===== config.mk =====
export PLATFORM = sky130hd
export DESIGN_NAME = acc_unit_flat
export DESIGN_NICKNAME = d
export VERILOG_FILES = /design/src/rtl/acc_pkg.sv /design/src/rtl/acc_unit_if.sv /design/src/rtl/adder.sv /design/src/rtl/acc_unit.sv /design/src/flat_wrapper.sv
export SDC_FILE = /design/constraint.sdc
export NUM_CORES = 1
export LEC_CHECK = 0
export ABC_AREA = 1
export CAP_MARGIN = 20
export CORE_MARGIN = 2
export CORE_UTILIZATION = 46
export DETAILED_ROUTE_END_ITERATION = 12
export HOLD_SLACK_MARGIN = 0.02
export PLACE_DENSITY = 0.75
export SYNTH_ARGS = -nofsm -noshare
export SYNTH_HDL_FRONTEND = slang
export SYNTH_SLANG_ARGS = --single-unit
export TNS_END_PERCENT = 50

===== constraint.sdc =====
create_clock -name clk -period 4.4 [get_ports clk]
set_clock_uncertainty 0.15 [all_clocks]
set_input_delay 0.66 -clock clk [delete_from_list [all_inputs] [get_ports clk]]
set_output_delay 0.66 -clock clk [all_outputs]
set_load 0.01 [all_outputs]

===== src/rtl/acc_pkg.sv =====
// Shared types and reset constants for the accumulator stage.
package acc_pkg;

  typedef enum logic [1:0] {
    OP_ADD  = 2'b00,
    OP_SUB  = 2'b01,
    OP_LOAD = 2'b10,
    OP_CLR  = 2'b11
  } acc_op_t;

  localparam int   ACC_RST    = 0;
  localparam logic FLAG_Z_RST = 1'b1;

endpackage


===== src/rtl/acc_unit_if.sv =====
// Command/result handshake bundle between a command source and acc_unit.
interface acc_unit_if #(parameter int N = 4);
  import acc_pkg::*;

  logic         in_valid;
  logic         in_ready;
  acc_op_t      in_op;
  logic [N-1:0] in_operand;
  logic         out_valid;
  logic         out_ready;
  logic [N-1:0] acc;
  logic         flag_c;
  logic         flag_z;
  logic         flag_v;
  logic         ovf_sticky;

  modport master (
    output in_valid, in_op, in_operand, out_ready,
    input  in_ready, out_valid, acc, flag_c, flag_z, flag_v, ovf_sticky
  );

  modport slave (
    input  in_valid, in_op, in_operand, out_ready,
    output in_ready, out_valid, acc, flag_c, flag_z, flag_v, ovf_sticky
  );

endinterface


===== src/rtl/adder.sv =====
// N-bit adder with carry-in; carry output is carry-out XOR cin so that a
// subtract (cin=1, inverted B) reports borrow.
module adder #(
  parameter int N = 4
) (
  input  logic [N-1:0] a,
  input  logic [N-1:0] b,
  input  logic         cin,
  output logic [N-1:0] result,
  output logic         carry,
  output logic         zero,
  output logic         overflow
);

  logic [N:0] sum;

  always_comb begin
    sum      = {1'b0, a} + {1'b0, b} + {{N{1'b0}}, cin};
    result   = sum[N-1:0];
    carry    = sum[N] ^ cin;
    zero     = (sum[N-1:0] == '0);
    overflow = (a[N-1] == b[N-1]) && (sum[N-1] != a[N-1]);
  end

endmodule


===== src/rtl/acc_unit.sv =====
// Registered accumulator stage: one command per cycle in, one result per
// accept out through a single-entry output register with backpressure.
module acc_unit
  import acc_pkg::*;
#(
  parameter int N = 4
) (
  input  logic        clk,
  input  logic        rst_n,
  acc_unit_if.slave   bus
);

  logic [N-1:0] acc_q, acc_d;
  logic         flag_c_q, flag_c_d;
  logic         flag_z_q, flag_z_d;
  logic         flag_v_q, flag_v_d;
  logic         sticky_q, sticky_d;
  logic         out_valid_q, out_valid_d;

  logic         in_ready;
  logic         accept;
  logic [N-1:0] add_b;
  logic         add_cin;
  logic [N-1:0] add_result;
  logic         add_carry;
  logic         add_zero;
  logic         add_overflow;

  adder #(.N(N)) u_adder (
    .a        (acc_q),
    .b        (add_b),
    .cin      (add_cin),
    .result   (add_result),
    .carry    (add_carry),
    .zero     (add_zero),
    .overflow (add_overflow)
  );

  always_comb begin
    in_ready = !out_valid_q || bus.out_ready;
    accept   = bus.in_valid && in_ready;
    add_cin  = (bus.in_op == OP_SUB);
    add_b    = add_cin ? ~bus.in_operand : bus.in_operand;
  end

  always_comb begin
    acc_d       = acc_q;
    flag_c_d    = flag_c_q;
    flag_z_d    = flag_z_q;
    flag_v_d    = flag_v_q;
    sticky_d    = sticky_q;
    out_valid_d = out_valid_q;

    if (accept) begin
      out_valid_d = 1'b1;
      case (bus.in_op)
        OP_ADD, OP_SUB: begin
          acc_d    = add_result;
          flag_c_d = add_carry;
          flag_z_d = add_zero;
          flag_v_d = add_overflow;
          sticky_d = sticky_q | add_overflow;
        end
        OP_LOAD: begin
          acc_d    = bus.in_operand;
          flag_c_d = 1'b0;
          flag_z_d = (bus.in_operand == '0);
          flag_v_d = 1'b0;
        end
        default: begin
          acc_d    = '0;
          flag_c_d = 1'b0;
          flag_z_d = 1'b1;
          flag_v_d = 1'b0;
          sticky_d = 1'b0;
        end
      endcase
    end else if (out_valid_q && bus.out_ready) begin
      out_valid_d = 1'b0;
    end
  end

  // Reset wins over any same-edge accept or consume.
  always_ff @(posedge clk) begin
    if (!rst_n) begin
      acc_q       <= N'(ACC_RST);
      flag_c_q    <= 1'b0;
      flag_z_q    <= FLAG_Z_RST;
      flag_v_q    <= 1'b0;
      sticky_q    <= 1'b0;
      out_valid_q <= 1'b0;
    end else begin
      acc_q       <= acc_d;
      flag_c_q    <= flag_c_d;
      flag_z_q    <= flag_z_d;
      flag_v_q    <= flag_v_d;
      sticky_q    <= sticky_d;
      out_valid_q <= out_valid_d;
    end
  end

  assign bus.in_ready   = in_ready;
  assign bus.out_valid  = out_valid_q;
  assign bus.acc        = acc_q;
  assign bus.flag_c     = flag_c_q;
  assign bus.flag_z     = flag_z_q;
  assign bus.flag_v     = flag_v_q;
  assign bus.ovf_sticky = sticky_q;

endmodule


===== src/flat_wrapper.sv =====
// flat-port wrapper written by rule: the top's interface ports become plain ports
module acc_unit_flat import acc_pkg::*;
#(
  parameter int N = 4
)
  (clk, rst_n, bus_in_valid, bus_in_op, bus_in_operand, bus_out_ready, bus_in_ready, bus_out_valid, bus_acc, bus_flag_c, bus_flag_z, bus_flag_v, bus_ovf_sticky);
  acc_unit_if #(.N(N)) bus_i ();
  input  logic clk;
  input  logic rst_n;
  input wire logic [$bits(bus_i.in_valid)-1:0] bus_in_valid;
  input wire logic [$bits(bus_i.in_op)-1:0] bus_in_op;
  input wire logic [$bits(bus_i.in_operand)-1:0] bus_in_operand;
  input wire logic [$bits(bus_i.out_ready)-1:0] bus_out_ready;
  output wire logic [$bits(bus_i.in_ready)-1:0] bus_in_ready;
  output wire logic [$bits(bus_i.out_valid)-1:0] bus_out_valid;
  output wire logic [$bits(bus_i.acc)-1:0] bus_acc;
  output wire logic [$bits(bus_i.flag_c)-1:0] bus_flag_c;
  output wire logic [$bits(bus_i.flag_z)-1:0] bus_flag_z;
  output wire logic [$bits(bus_i.flag_v)-1:0] bus_flag_v;
  output wire logic [$bits(bus_i.ovf_sticky)-1:0] bus_ovf_sticky;
  assign bus_i.in_valid = bus_in_valid;
  assign bus_i.in_op = bus_in_op;
  assign bus_i.in_operand = bus_in_operand;
  assign bus_i.out_ready = bus_out_ready;
  assign bus_in_ready = bus_i.in_ready;
  assign bus_out_valid = bus_i.out_valid;
  assign bus_acc = bus_i.acc;
  assign bus_flag_c = bus_i.flag_c;
  assign bus_flag_z = bus_i.flag_z;
  assign bus_flag_v = bus_i.flag_v;
  assign bus_ovf_sticky = bus_i.ovf_sticky;
  acc_unit #(.N(N)) u_core (.clk(clk), .rst_n(rst_n), .bus(bus_i));
endmodule

## Word level (Yosys, flattened, before mapping)

Cells that the tools add are included.

| word-level totals | value |
|---|---|
| flip-flop bits (word level) | 9 |
| bits of input ports | 10 |
| output and inout port bits | 10 |
| logic and storage cells | 35 |

| cells by class | value |
|---|---|
| add/sub/neg operators | 2 |
| equal/unequal tests | 4 |
| mux-type cells | 8 |
| bitwise gates (word level) | 4 |
| reduce and logical (&&, ||, !) cells | 11 |

Operators with widths:

| kind | count |
|---|---|
| logical NOT 4 bit | 2 |
| one-hot mux 4 bit (2 select lines) | 1 |
| adder 4 x 4 -> 5 bit | 1 |
| adder 5 x 1 -> 5 bit | 1 |
| 2-to-1 mux 1 bit | 4 |
| 2-to-1 mux 4 bit | 1 |
| inverter 4 bit | 1 |
| one-hot mux 1 bit (2 select lines) | 2 |
| logical AND 1 bit | 3 |
| equality test 2 x 1 -> 1 bit, second input constant | 1 |
| equality test 2 bit, second input constant | 1 |
| logical NOT 2 bit | 1 |
| AND reduction 2 bit | 1 |
| nonzero test 2 bit | 1 |
| OR reduction 2 bit | 1 |
| equality test 1 bit | 1 |
| logical NOT 1 bit | 1 |
| logical OR 1 bit | 1 |
| inequality test 1 bit | 1 |
| inverter 1 bit | 1 |
| OR 1 bit | 1 |
| XOR 1 bit | 1 |

## Depth between registers and ports, before layout

| logic depth | value |
|---|---|
| depth in word-level cells | 8 |
| depth in mapped cells | 12 |

## Modules after synthesis

A second synthesis with hierarchy kept.

| second synthesis, totals | value |
|---|---|
| cell total of the unflattened synthesis | 109 |
| area, all modules | 709.4 sq um |

Modules (own cells, without submodules):

| module | times used | cells each | area an instance (sq um) | sequential area each (sq um) |
|---|---|---|---|---|
| acc_unit | 1 | 70 | 484.2 | 180.2 |
| adder | 1 | 39 | 225.2 | 0.0 |

## Worst setup path before layout

Ideal clock, no wire load.

| timing | value |
|---|---|
| path type | input -> register |
| start | in bus_in_op[1] |
| end | reg u_core.flag_z_q (netlist: u_core.bus.flag_z) |
| library setup time | 115 ps |
| data arrival time | 1873 ps |
| data required time | 4135 ps |
| slack | 2262 ps |
| stages | 10 |
| buffers on the path | 0 |
| cell sequence | inv_2 > nand2_4 > xor2_1 > ha_1 > a21oi_1 > nand2_4 > nand2_1 > nand3_2 > nand2_1 > nand2_1 |

| between the ends | value |
|---|---|
| word-level cells in the longest chain between the ends | 6 |
| elaborated cells between the ends (all ways) | 9 |
| classes of those cells | 2 x add/sub; 2 x eq/ne; 2 x mux; 3 x reduce/logical |

RTL lines:

| item | RTL line | source |
|---|---|---|
| start: declaration | flat_wrapper.sv:11 | `input wire logic [$bits(bus_i.in_op)-1:0] bus_in_op;` |
| equality test 2 x 1 -> 1 bit | acc_unit.sv:42, acc_unit.sv:56 |  |
| 2-to-1 mux 4 bit | acc_unit.sv:43 | `add_b = add_cin ? ~bus.in_operand : bus.in_operand;` |
| adder 4 x 4 -> 5 bit | adder.sv:18 | `sum = {1'b0, a} + {1'b0, b} + {{N{1'b0}}, cin};` |
| adder 5 x 1 -> 5 bit | adder.sv:18 |  |
| logical NOT 4 bit | adder.sv:21 | `zero = (sum[N-1:0] == '0);` |
| one-hot mux 1 bit (2 select lines) * | acc_unit.sv:56 | `case (bus.in_op)` |
| end signal: assignment | acc_unit.sv:95 | `flag_z_q <= flag_z_d;` |
| end: declaration | acc_unit.sv:15 | `logic flag_z_q, flag_z_d;` |

Mark *: on every way between the ends. The rest lies on a longest branch, timed or not.
A chain may end at the register's enable or synchronous reset.

## Worst setup path after layout

Same ends and word-level chain as after synthesis.

==> reports/qor.yml <==
detailed_routing:
  drt_wl_total_um: 1580
  drc: 0
  first_iter_violations: 23
  ant_nets: 0
  via_per_inst: 5.07
  num_vias: 639
  firstDrtPassIters: 4
  routedWlPerCell_um: 12.5
setup_path:
  crit_path_cell_trace: "clkdlybuf4s50_1, inv_2, nand2_4, nand2_4, and2_2, fa_1, o21ai_0, nand3_1, a21oi_1, nand2_1, nand2_1"
  worstRegToRegCells: 9
  crit_slowest_cell: "clkdlybuf4s50_1"
  critPathKind: "input port to flop"
  r2r_start: "u_core.bus.acc[0]$_SDFFE_PN0P_"
  crit_fanout: 5
  max_stage_delay_ns: 0.57
  critPathRequiredTime_ns: 4.46
  cp_data_arrival_time_ns: 2.72
  end_kind: "flop"
  reg2reg_to: "u_core.bus.flag_z$_SDFFE_PN1P_"
  regToRegSetupSlack_ns: 2.42
  crit_path_start_kind: "input port"
die:
  num_io_pins: 20
  start_util_pct: 50.5
  num_rows: 13
  dieArea_sq_mm: 0.00179
  core_sq_mm: 0.00133
  die_w_um: 42.3
  die_h_um: 42.3
layout:
  num-fill-cells: 112
  fin_nets: 127
  multi_input_area_sq_um: 435
  mostFrequentLayoutCells: "19 x clkdlybuf4s50_1, 14 x nand2_1, 13 x a21oi_1, 12 x inv_1, 9 x dfxtp_1"
  finalInstanceArea_sq_um: 903
  seq_area_sq_um: 180
  final_core_util_pct: 67.7
  diodes: 0
  final_common_cell: "clkdlybuf4s50_1"
  area_growth_pct: 34.2
  drive_gt1_share_pct: 15.3
clock_network:
  h-tree-depth: 1
  post_cts_buffers: 0
  cts_sinks: 9
  cts_hold_buf: 0
  cts_tree: "built"
  clock-root-buffer: "clkbuf_4"
  cts_resized: 0
  clk_pin_slew_ns: 0.06
  clock_latency_ns: 0.26
  clk_path_buf_depth: 2
  cts_buffers: 3
sta:
  min_period_over_period_pct: 60.4
  hold_viol: 0
  setup_tns_ns: 0
  drv_slew: 0
  worst_slew_pin_slew_ns: 0.355
  grt_setup_unrepaired: "false"
  slew_headroom_pct: 76.3
  setup_viol_count_final: 0
  fmax_mhz: 376
  hold_slack_ns: 0.298
  min_period_ns: 2.66
logic_synthesis:
  yosysSeqAreaShare_pct: 26.8
  synth.area.top_cells: "dfxtp_1 27%, a21oi_1 9.7%, nand2_1 7.8%, ha_1 7.4%, inv_1 6.7%"
  syn_avg_cell_area_sq_um: 7.56
  synth_top_area_share_pct: 26.8
  synth_cell_type_count: 25
  synth_cells: 89
  syn_area_sq_um: 673
  synth_area_leader_cell: "dfxtp_1"
  syn_nets: 104
  synth_warnings: 0
  ys_ff_latch: 9
pwr:
  pwr_density_cell_mw_per_mm2: 281
  peakVddDrop_v: 0.000207
  leakagePower_uw: 0.000405
run:
  max-cap-violations: 0
hold_path:
  hold_class: "flop to flop"
  hold_path.startpoint: "u_core.bus.ovf_sticky$_SDFFE_PN0P_"
  min_path_cells: 2
  min_to: "u_core.bus.ovf_sticky$_SDFFE_PN0P_"
place:
  globalplace.congestion: 0.871
  place_area_sq_um: 877
  io_buffers: 19
  place_hpwl_um: 1250
global_route:
  antenna_found_initial: 0
  grt.total_usage_pct: 19.4
  grt_max_degree: 13
  grt_first_pass_wirelength_um: 2660
  first_global_vias: 625
  grt_overflow: 0
status:
  outcome: "finished, final reports clean"
worst max-delay path by stage:
| stage | startpoint | to | slack [ns] |
|---|---|---|---|
| after floorplan | bus_in_op[1] | u_core.bus.flag_z$_SDFFE_PN1P_ | 2.26 |
| after global placement | bus_in_op[1] | u_core.bus.flag_z$_SDFFE_PN1P_ | 1.48 |
| after detailed placement | bus_in_op[1] | u_core.bus.flag_z$_SDFFE_PN1P_ | 1.49 |
| after CTS | bus_in_op[1] | u_core.bus.flag_z$_SDFFE_PN1P_ | 1.75 |
| after global routing | bus_in_op[1] | u_core.bus.flag_z$_SDFFE_PN1P_ | 1.61 |
| final | bus_in_op[1] | u_core.bus.flag_z$_SDFFE_PN1P_ | 1.74 |
worst max-delay path: cells and delay by family:
| family | cells | cell delay, ns |
|---|---|---|
| buffers and inverters | 2 | 0.67 |
| adders and majority gates | 1 | 0.41 |
| AOI/OAI and AO/OA | 2 | 0.41 |
| and+or+nand+nor | 6 | 0.55 |
cells by family (layout without fill, tap and decap cells):
kind of cell,Yosys count,after routing,share of synthesized area [%]
adders and majority gates,5,5,10.4
DFF,9,9,26.8
AOI/OAI and AO/OA,21,21,17.8
buffers and inverters,15,37,8.55
xor gates and xnor gates,5,5,6.51
and+or+nand+nor,34,34,29.9
area by class of cell:
| type | count | area share, % |
|---|---|---|
| flip-flops and latches | 9 | 19.9 |
| clock buffers | 4 | 2.91 |
| repair buffers | 19 | 21.1 |
| multi-input cells | 65 | 48.2 |
| inverters | 14 | 5.82 |
| well taps | 15 | 2.08 |
synth_stat cells:
master,n
a21oi_2,1
nand3_2,1
o21ai_1,1
inv_1,12
a211oi_2,1
ha_1,4
o21ai_0,3
nor2_2,1
fa_1,1
inv_2,2
nand4_1,2
nand2_1,14
nand3_1,6
and2_2,1
o21a_1,1
a21oi_1,13
buf_2,1
xor2_1,4
nand2_2,2
nor2_1,2
dfxtp_1,9
nand2_4,4
xnor2_1,1
nand3_4,1
a31oi_1,1
through the flow:
step	instances	setup slack, ns	total power [uW]
5_1_grt	126	1.61	272
4_1_cts	126	1.75	256
2_1_floorplan	89	2.26	155
6_report	126	1.74	254
3_3_place_gp	122	1.48	190
3_5_place_dp	122	1.49	191
metal layers:
| layer | routed length, um | global-route usage [%] | vias to the layer above |
|---|---|---|---|
| met5 | 0 | 0 | - |
| met4 | 25 | 5.63 | 0 |
| met1 | 778 | 24.5 | 282 |
| li1 | - | - | 338 |
| met3 | 80 | 7.76 | 4 |
| met2 | 694 | 30.2 | 15 |
power by group:
part | switching, uW | leakage (uW) | internal, uW
combinational | 52.3 | 0.000316 | 44.0
sequential | 5.99 | 0.0000741 | 88.0
clock | 28.9 | 0.0000150 | 35.0
flip-flops by register name, summed over array words and instances (netlist names):
signal / cells
u_core.bus.acc: 4
u_core.bus.flag_c: 1
u_core.bus.flag_v: 1
u_core.bus.flag_z: 1
u_core.bus.out_valid: 1
u_core.bus.ovf_sticky: 1
No activity file was read; power rests on OpenSTA's default activity.
==> edit (same settings) <==
`N` is set to 4 in 4 places; all go to 8.
--- a/src/rtl/acc_unit_if.sv
+++ b/src/rtl/acc_unit_if.sv
@@ -1,5 +1,5 @@
 // Command/result handshake bundle between a command source and acc_unit.
-interface acc_unit_if #(parameter int N = 4);
+interface acc_unit_if #(parameter int N = 8);
   import acc_pkg::*;
 
   logic         in_valid;
--- a/src/rtl/adder.sv
+++ b/src/rtl/adder.sv
@@ -1,7 +1,7 @@
 // N-bit adder with carry-in; carry output is carry-out XOR cin so that a
 // subtract (cin=1, inverted B) reports borrow.
 module adder #(
-  parameter int N = 4
+  parameter int N = 8
 ) (
   input  logic [N-1:0] a,
   input  logic [N-1:0] b,
--- a/src/rtl/acc_unit.sv
+++ b/src/rtl/acc_unit.sv
@@ -3,7 +3,7 @@
 module acc_unit
   import acc_pkg::*;
 #(
-  parameter int N = 4
+  parameter int N = 8
 ) (
   input  logic        clk,
   input  logic        rst_n,
--- a/src/flat_wrapper.sv
+++ b/src/flat_wrapper.sv
@@ -1,7 +1,7 @@
 // flat-port wrapper written by rule: the top's interface ports become plain ports
 module acc_unit_flat import acc_pkg::*;
 #(
-  parameter int N = 4
+  parameter int N = 8
 )
   (clk, rst_n, bus_in_valid, bus_in_op, bus_in_operand, bus_out_ready, bus_in_ready, bus_out_valid, bus_acc, bus_flag_c, bus_flag_z, bus_flag_v, bus_ovf_sticky);
   acc_unit_if #(.N(N)) bus_i ();
Interface: changed (resized bus_acc and bus_in_operand); port bits go from 20 to 28. No check against the original RTL was run, so the function may have changed too.
==> edit against the original RTL <==
Area after synthesis grew 64%; setup slack worse by 0.47 ns; first-iteration DRC count grew to 2.9 times the old value; sequential cell count increased by 4; global-route usage increased by 6.8 points; fmax fell by 15%; sequential power rose by 44%; power rose by 58%; routed wire length up 110%; final area grew 59%; critical endpoint unchanged.
==> edit: results (changes against the original RTL) <==
Cells and area
  – Layout cells sized above 1: 7.04% (-8.3 points)
  – Finished Core Util: 63.6% (-4.1 points)
  – Max reg flops: 8 (+4)
  – NumNets Final: 223 (+76%)
  – FILL cells: 217 (+94%)

Power
  – Internal power: 241 uW (+44%)
  – Leakage: 0.657 nW (+62%)

Synthesis
  – Commonest cells in the netlist: 47 x nand2_1, 21 x a21oi_1, 19 x inv_1
  – Mapped Nets: 192 (+85%)
  – Seq/Total Area, Yosys: 23.5% (-3.3 points)

Place
  – Routability Congestion: 0.933 (+7.1%)
  – Buffers on Ports: 27 (+8)
  – DP HPWL: 2560 um (+110%)
  – Placed cell area: 1410 um^2 (+60%)

GRT
  – Maximum number of pins on one net before global-route repair: 17 (+4)
  – M3 GR Usage: 3.11% (-4.7 points)
  – Total Routing Usage GR: 26.1% (+6.8 points)
  – Met1 GRT Util: 34.0% (+9.5 points)
  – First-pass GRT wire length: 5360 um (+100%)

Status
  – Run status: finished clean

Routing
  – Via density: 5.70 (+12%)
  – Met2 Wirelength: 1520 um (+120%)
  – Total iterations of the first detailed-routing run: 6 (+2)
  – Initial DRC Count: 67 (+190%)
  – Metal3 WL: 355 um (+340%)

Clock network
  – Clock Latency Late Sink: 0.28 ns (+0.02 ns)
  – Reg clk slew, reported paths: 0.09 ns (+0.03 ns)

Setup path
  – Slowest Stage Delay on Critical Path: 0.51 ns (-0.06 ns)
  – Worst endpoint data arrival time: 3.20 ns (+0.48 ns)
==> edit: cell families after synthesis <==
group	count (synthesis)	synth area share, %
AND/OR/NAND/NOR	85	35.1
AO/OA/AOI/OAI	32	15.9
buffers and inverters	21	7.46
flip-flops	13	23.5
XOR/XNOR	9	7.12
adder cells (fa/ha/maj)	9	10.8
==> edit: final timing paths <==
check	depth (start not counted)	start	slack, ns	to
worst min-delay path	2	u_core.bus.ovf_sticky$_SDFFE_PN0P_	0.30	u_core.bus.ovf_sticky$_SDFFE_PN0P_
worst min register to register	2	u_core.bus.ovf_sticky$_SDFFE_PN0P_	0.30	u_core.bus.ovf_sticky$_SDFFE_PN0P_
worst max register to register	12	u_core.bus.acc[0]$_SDFFE_PN0P_	2.36	u_core.bus.flag_z$_SDFFE_PN1P_
worst max-delay path	14	bus_in_op[1]	1.27	u_core.bus.flag_z$_SDFFE_PN1P_
==> edit: area by class of cell <==
type                    count  area share [%]
clock buffers               4            1.83
inverters                  20            5.41
multi-input cells         135            53.3
flip-flops and latches     13            18.2
well taps                  28            2.44
repair buffers             27            18.8
==> edit: through the flow <==
stage	cells	hold slack [ns]
finish	227	0.299
CTS	227	0.302
global placement	223	0.287
global route	227	0.332
detailed placement	223	0.292
floorplan	169	0.319
==> edit: worst register-to-register path, delay by kind of cell, from the launching register on <==
family / cells / cell delay, ns
adders and majority gates: 1 / 0.43
xor gates and xnor gates: 1 / 0.26
DFF: 1 / 0.35
and+or+nand+nor: 10 / 0.79
==> edit: power by group through the flow <==
stage,combinational [mW],sequential [mW],clock [mW]
finish,0.187,0.135,0.0799
global route,0.208,0.137,0.0863
CTS,0.184,0.135,0.0816
detailed placement,0.182,0.138,0
global placement,0.178,0.137,0
floorplan,0.113,0.141,0
